File: config.mk
export PLATFORM = sky130hd
export DESIGN_NAME = acc_frame_serializer
export DESIGN_NICKNAME = d
export VERILOG_FILES = /design/src/rtl/acc_frame_serializer.sv
export SDC_FILE = /design/constraint.sdc
export NUM_CORES = 1
export LEC_CHECK = 0
export BUFFER_PORTS_ARGS = -buffer_cell sky130_fd_sc_hd__buf_4
export CORE_MARGIN = 1
export CORE_UTILIZATION = 29
export CTS_BUF_LIST = sky130_fd_sc_hd__clkbuf_8
export DETAILED_ROUTE_END_ITERATION = 6
export GPL_TIMING_DRIVEN = 0
export PLACE_DENSITY = 0.59
export SLEW_MARGIN = 25
export SYNTH_ARGS = -nofsm -noshare
export SYNTH_HDL_FRONTEND = slang
export SYNTH_SLANG_ARGS = --single-unit
File: constraint.sdc
create_clock -name clk -period 1.4 [get_ports clk]
set_input_delay 0.28 -clock clk [delete_from_list [all_inputs] [get_ports clk]]
set_output_delay 0.28 -clock clk [all_outputs]
set_load 0.005 [all_outputs]
File: src/rtl/acc_frame_serializer.sv
// -----------------------------------------------------------------------------
// acc_frame_serializer
//
// Output serializer that sits directly after the I/Q accumulator stage.
// A parallel frame of NUM_WORDS accumulated words (SA I, SA Q, CML I, CML Q)
// is accepted into a single-entry buffer. It is then shifted out MSB-first
// and followed by one even-parity bit. A one-cycle serialStart marker
// flags the first payload bit of each frame.
//
// Handshake (valid/ready):
//   A frame transfers on a rising edge where frame_valid && frame_ready.
//   frame_ready is simply !buf_full, so it has no combinational path from
//   frame_valid. Upstream may hold frame_valid while frame_ready is low, but
//   every such edge drops the offered data and sets the sticky overrun flag.
//
// Ports:
//   clk            shift clock; all logic on the rising edge
//   reset_n        asynchronous active-low reset
//   frame_valid    upstream presents a frame on frame_data
//   frame_data     packed frame; word 0 (SA I) in the top ACC_WIDTH bits
//   frame_ready    buffer empty
//   overrun_clear  synchronous clear of overrun (a same-cycle set wins)
//   serialStart    high during the first payload bit of each frame
//   serialOut      serial data; 0 when idle
//   busy           shifter active (SHIFT or PARITY)
//   overrun        sticky: a frame was offered while the buffer was full
//   frame_count    frames fully transmitted, parity included; wraps at 256
//   state_dbg      FSM state for debug: 0 = IDLE, 1 = SHIFT, 2 = PARITY
// -----------------------------------------------------------------------------
module acc_frame_serializer #(
  parameter int ACC_WIDTH = 16,
  parameter int NUM_WORDS = 4
) (
  input  logic                           clk,
  input  logic                           reset_n,
  input  logic                           frame_valid,
  input  logic [ACC_WIDTH*NUM_WORDS-1:0] frame_data,
  output logic                           frame_ready,
  input  logic                           overrun_clear,
  output logic                           serialStart,
  output logic                           serialOut,
  output logic                           busy,
  output logic                           overrun,
  output logic [7:0]                     frame_count,
  output logic [1:0]                     state_dbg
);

  localparam int FW = ACC_WIDTH * NUM_WORDS;
  localparam int CW = $clog2(FW);

  typedef enum logic [1:0] {
    IDLE   = 2'd0,
    SHIFT  = 2'd1,
    PARITY = 2'd2
  } state_t;

  state_t          state;
  logic            buf_full;
  logic [FW-1:0]   buf_data;
  logic [FW-1:0]   shreg;
  logic [CW-1:0]   bit_cnt;
  logic            par_acc;
  logic            do_load;
  logic            last_bit;

  assign frame_ready = !buf_full;
  assign state_dbg   = state;

  // The shifter takes the buffer from IDLE, or straight out of PARITY, so
  // back-to-back frames have no idle gap between them.
  assign do_load  = buf_full && ((state == IDLE) || (state == PARITY));
  assign last_bit = (bit_cnt == CW'(FW - 1));

  always_ff @(posedge clk or negedge reset_n) begin
    if (!reset_n) begin
      state       <= IDLE;
      buf_full    <= 1'b0;
      buf_data    <= '0;
      shreg       <= '0;
      bit_cnt     <= '0;
      par_acc     <= 1'b0;
      serialStart <= 1'b0;
      serialOut   <= 1'b0;
      busy        <= 1'b0;
      overrun     <= 1'b0;
      frame_count <= 8'd0;
    end else begin
      // Buffer side. An accept needs buf_full == 0 and a load needs
      // buf_full == 1, so the two writes of buf_full below never collide.
      if (frame_valid && !buf_full) begin
        buf_data <= frame_data;
        buf_full <= 1'b1;
      end

      if (frame_valid && buf_full) begin
        overrun <= 1'b1;
      end else if (overrun_clear) begin
        overrun <= 1'b0;
      end

      // Leaving PARITY always completes a frame, whether the FSM goes to
      // IDLE or loads the next frame.
      if (state == PARITY) begin
        frame_count <= frame_count + 8'd1;
      end

      if (do_load) begin
        state       <= SHIFT;
        shreg       <= buf_data;
        buf_full    <= 1'b0;
        bit_cnt     <= '0;
        serialOut   <= buf_data[FW-1];
        par_acc     <= buf_data[FW-1];
        serialStart <= 1'b1;
        busy        <= 1'b1;
      end else begin
        case (state)
          IDLE: begin
            serialOut   <= 1'b0;
            serialStart <= 1'b0;
            busy        <= 1'b0;
          end
          SHIFT: begin
            serialStart <= 1'b0;
            if (last_bit) begin
              // par_acc already covers all FW payload bits.
              state     <= PARITY;
              serialOut <= par_acc;
            end else begin
              // shreg[FW-1] is the bit on the wire; the next one is below it.
              shreg     <= {shreg[FW-2:0], 1'b0};
              serialOut <= shreg[FW-2];
              par_acc   <= par_acc ^ shreg[FW-2];
              bit_cnt   <= bit_cnt + CW'(1);
            end
          end
          PARITY: begin
            state       <= IDLE;
            serialOut   <= 1'b0;
            serialStart <= 1'b0;
            busy        <= 1'b0;
          end
          default: begin
            state       <= IDLE;
            serialOut   <= 1'b0;
            serialStart <= 1'b0;
            busy        <= 1'b0;
          end
        endcase
      end
    end
  end

endmodule
After elaboration in Yosys (flattened, before gate mapping)
Cells that the tools add are included.
- register bits after elaboration: 149
- logic and storage cells: 54
- reduce and logical (&&, ||, !) cells: 11
- bitwise logic cells: 1
- equality and inequality tests: 7
- multiplexer cells: 22
- $add $sub $neg: 2
- operator list (kind ; number):
    63-bit two-way mux ; 3
    6-bit two-way mux ; 3
    1-bit two-way mux ; 13
    8-bit by 1-bit adder with 8-bit output (second input constant) ; 1
    6-bit by 1-bit adder with 6-bit output (second input constant) ; 1
    6-bit == test (second input constant) ; 1
    2-bit inequality test (second input constant) ; 3
    2-bit nonzero test ; 3
    2-bit two-way mux ; 2
    2-bit one-hot mux with 2 select lines ; 1
    2-bit AND reduction ; 2
    1-bit logical AND ; 3
    3-bit inequality test (second input constant) ; 1
    2-bit by 1-bit == test with 1-bit output (second input constant) ; 1
    2-bit == test (second input constant) ; 1
    2-bit logical NOT ; 1
    1-bit logical NOT ; 1
    1-bit logical OR ; 1
    1-bit bitwise XOR ; 1

Logic depth before layout (Yosys ltp)
- word-level depth: 5
- mapped depth: 7
- mapped depth without buffers: 5

Worst setup path before layout
No wires, ideal clock.
- path type: flip-flop to flip-flop
- start point: register bit_cnt[0]
- end point: register shreg[10]
- setup slack: -0.071 ns
- required time: 1.334 ns
- setup time: 0.066 ns
- period minus slack after synthesis: 1.471 ns
- stages on the path, launching flop included: 7
- data arrival time: 1.405 ns
- cell sequence: dfrtp_1 -> ha_1 -> and3_1 -> a21oi_4 -> buf_2 -> a22oi_1 -> nand2_1
- cells in the longest elaborated chain, start to end: 3
- RTL lines (element ; line ; source):
    from (decl) ; 61 ; logic [CW-1:0] bit_cnt;
    from (signal assigned) ; 134 ; bit_cnt <= bit_cnt + CW'(1);
    6-bit == test ; 72 ; assign last_bit = (bit_cnt == CW'(FW - 1));
    2-bit inequality test (no source line) ; -- ;
    2-bit AND reduction (no source line) ; -- ;
    to (signal assigned) ; 109 ; shreg <= buf_data;
    to (signal assigned) ; 131 ; shreg <= {shreg[FW-2:0], 1'b0};
    to (decl) ; 60 ; logic [FW-1:0] shreg;
No other way between the ends.
A chain may end at the register's enable or synchronous reset.

Worst setup path after layout
- start point: register bit_cnt[1]
- end point: register shreg[22]
The elaborated chain is that of the path after synthesis.

==> results.cfg <==
[outcome]
status = finished with violations
violations = negative setup slack

[synthesis]
synth_nets = 573
ys_ff_latch = 149
synthMuxAreaShare = 0.120
yosys.area_share.simple = 0.122
synth_top_family_by_area = simple AND/OR/NAND/NOR gates
synthDistinctLibCells = 33
synth_edf_count = 0
synth_ff_type = dfrtp_1
syn_area_per_cell_um2 = 12.1
synthXorXnorAreaFrac = 0.0115
synthAdderAreaFrac = 0.00412
syn_inst = 503
synth-compound-area-share = 0.0954
synthArstFlopShare = 1.00
ys_seq_area_frac = 0.614
netlist_area_um2 = 6070
synth_warnings = 0

[pwr]
swShare = 0.317
power.internal_mw = 11.4
peakVddDrop_v = 0.000906
clockPowerShare = 0.206
p_switching_mw = 5.32
p_leak_nw = 3.81
p_per_area_nw_per_um2 = 2010
p_seq_frac = 0.469
comb_power_share = 0.326

[route]
wl_per_cell_um = 15.4
final_antenna_net_count = 0
vias = 4363
vias_per_cell = 4.81
drc = 0
drtIter0Drc = 232
wirelength_mm = 14.0
firstDrtPassIters = 4

[job]
max_cap_violations = 0

[die]
coreArea_um2 = 20400
io_pins = 83
dieArea_um2 = 21500
std_cell_rows = 52
chipWidth_um = 147
die_y_um = 147
start_util = 0.298

[sta]
finalCritPeriodShare = 1.07
tightest_slew_ps = 495
finalHoldViolCount = 0
period_needed_ps = 1490
rsz0062_at_grt = yes
slew_violations = 0
final.setup_skew_ps = 9.29
finalSetupViolations = 70
tns_ps = -4140
post-route-worst-setup-slack_ps = -94.1
fmax_mhz = 669
slew_headroom = 0.670

[final_layout]
drive_gt1_frac = 0.461
layout_commonest_cell = dfrtp_1
syn2layout_area_growth_pct = 37.2
nNetsFinal = 695
fin_cells = 908
mostFrequentLayoutCells = 145 x dfrtp_1, 95 x buf_4, 76 x nand2_1
diodes = 0

[critical_path]
arrival_ps = 1830
max_stage_delay_ps = 400
critPathLaunchType = register
ff2ff_path_depth = 7
crit_fanout = 10
cp.required_ps = 1730
timing.rr.start = bit_cnt[1]$_DFFE_PN0P_
worstSetupEndpointType = register
crit_type = register to register
crit_buf_inv = 2
path_delay_family = flip-flops
reg2reg_to = shreg[22]$_DFFE_PN0P_
slowest_stage = dfrtp_1
path_cells = ha_4 -> and3_4 -> a21oi_4 -> buf_12 -> buf_6 -> a22oi_1 -> nand2_1
ff2ff_setup_slack_ps = -90

[worst_hold_path]
holdCritStartpoint = frame_valid
hold_depth = 3
min_path_type = input pin to register
min_to = overrun$_DFFE_PN0P_

[clock_tree]
cts-buffers-inserted = 17
clk_pin_slew_worst_paths_ps = 80
clk_latency_ps = 460
clockRootBuffer = clkbuf_8
htreeDepth = 4
clkSinkCount = 149
cts_tree = built
clock_path_buffers = 2

[global_route]
grt_max_degree = 87
antenna_found_initial = 0
overflow = 0
grt_first_pass_wirelength_mm = 22.9
grt_pass1_vias = 4502
grt_use_total = 0.135

[place]
pre_cts_ws_ps = -382
hpwlAfterDp_mm = 9.11
io_buffers = 82
numPlacedInstances = 856
place.gp.congestion = 0.750
[cells in the mapped netlist, types with 3 or more instances]
| cell type | instances | share of area |
|---|---|---|
| nand4_1 | 4 | 0.0041 |
| xnor2_1 | 6 | 0.0087 |
| nand2_1 | 77 | 0.048 |
| dfrtp_1 | 149 | 0.61 |
| buf_2 | 26 | 0.021 |
| a22oi_1 | 62 | 0.077 |
| o21ai_0 | 5 | 0.0041 |
| mux2_2 | 65 | 0.12 |
| nor3_1 | 3 | 0.0025 |
| clkbuf_1 | 7 | 0.0043 |
| nand3_1 | 68 | 0.056 |
[registers in the layout, summed over array words and instances, names as in the netlist]
| name | cells |
|---|---|
| serialOut | 1 |
| bit_cnt | 6 |
| state_dbg | 2 |
| frame_count | 8 |
| shreg | 63 |
| buf_full | 1 |
| buf_data | 64 |
| par_acc | 1 |
| busy | 1 |
| overrun | 1 |
| serialStart | 1 |
[worst reg2reg max path, cell delays in order, from the launching register on]
cell	delay, ps
dfrtp_1	400
ha_4	180
and3_4	210
a21oi_4	60
buf_12	160
buf_6	150
a22oi_1	140
nand2_1	80
[worst max-delay path by stage]
stage,startpoint,end,slack (ps),depth (start not counted)
after floorplan,bit_cnt[1]$_DFFE_PN0P_,shreg[10]$_DFFE_PN0P_,-20,6
after CTS,bit_cnt[0]$_DFFE_PN0P_,shreg[55]$_DFFE_PN0P_,-70,7
final,bit_cnt[1]$_DFFE_PN0P_,shreg[22]$_DFFE_PN0P_,-90,7
after global routing,state_dbg[1]$_DFFE_PN0P_,shreg[8]$_DFFE_PN0P_,-150,6
after detailed placement,bit_cnt[0]$_DFFE_PN0P_,shreg[57]$_DFFE_PN0P_,-380,7
after global placement,reset_n,buf_data[20]$_DFFE_PN0P_,-580,1
[kinds of logic (layout without fill, tap and decap cells)]
group                      count (synthesis)  in the layout
AOI/OAI and AO/OA                         78             78
xor gates and xnor gates                   8              8
adders and majority gates                  2              2
buffers and inverters                     39            174
DFF                                      149            149
muxes                                     65             65
and+or+nand+nor                          162            162
[metal layers]
layer  wire (um)  share of wire  up-vias  global-route usage
li1            -              -     2051                   -
met1        6450           0.46     2202               0.179
met2        6660           0.48      100               0.213
met3         754          0.054       10              0.0410
met4         128         0.0092        0              0.0375
met5           0              0        -                   0
[cell type report]
type	count	area [um^2]
Buffer	35	387
Clock buffer	20	275
Clock inverter	12	136
Fill cell	1946	12000
Inverter	3	11.3
Multi-Input combinational cell	315	2570
Sequential cell	149	3730
Tap cell	270	338
Timing Repair Buffer	104	882
[metrics by stage]
stage               area (um^2)  power (mW)  utilization  hold slack [ps]
finish                     8340        16.7        0.409             44.2
global placement           7090        11.5        0.348              466
floorplan                  6140        10.4            -            -15.6
detailed placement         7130        11.8        0.350              255
CTS                        7990        16.1        0.392             13.6
global route               8340        17.9        0.409             17.4
[repair_timing]
| action | in CTS | in global routing |
|---|---|---|
| resized for setup | 73 | 76 |
| hold endpoints to repair | 64 | 0 |
| pin swaps | 11 | 15 |
| hold buffers | 2 | 0 |
| endpoints found under the setup margin | 125 | 143 |
| setup buffers | 16 | 3 |
| gates cloned | 0 | 1 |
[power by group through the flow]
stage                     Combinational [mW]  Sequential, mW  Clock (mW)
after global placement                  3.96            7.58           0
final                                   5.45            7.85        3.45
after floorplan                         3.20            7.21           0
after CTS                               4.84            7.71        3.54
after global routing                    6.00            8.11        3.75
after detailed placement                4.18            7.64           0
No activity file was read; power rests on OpenSTA's default activity.
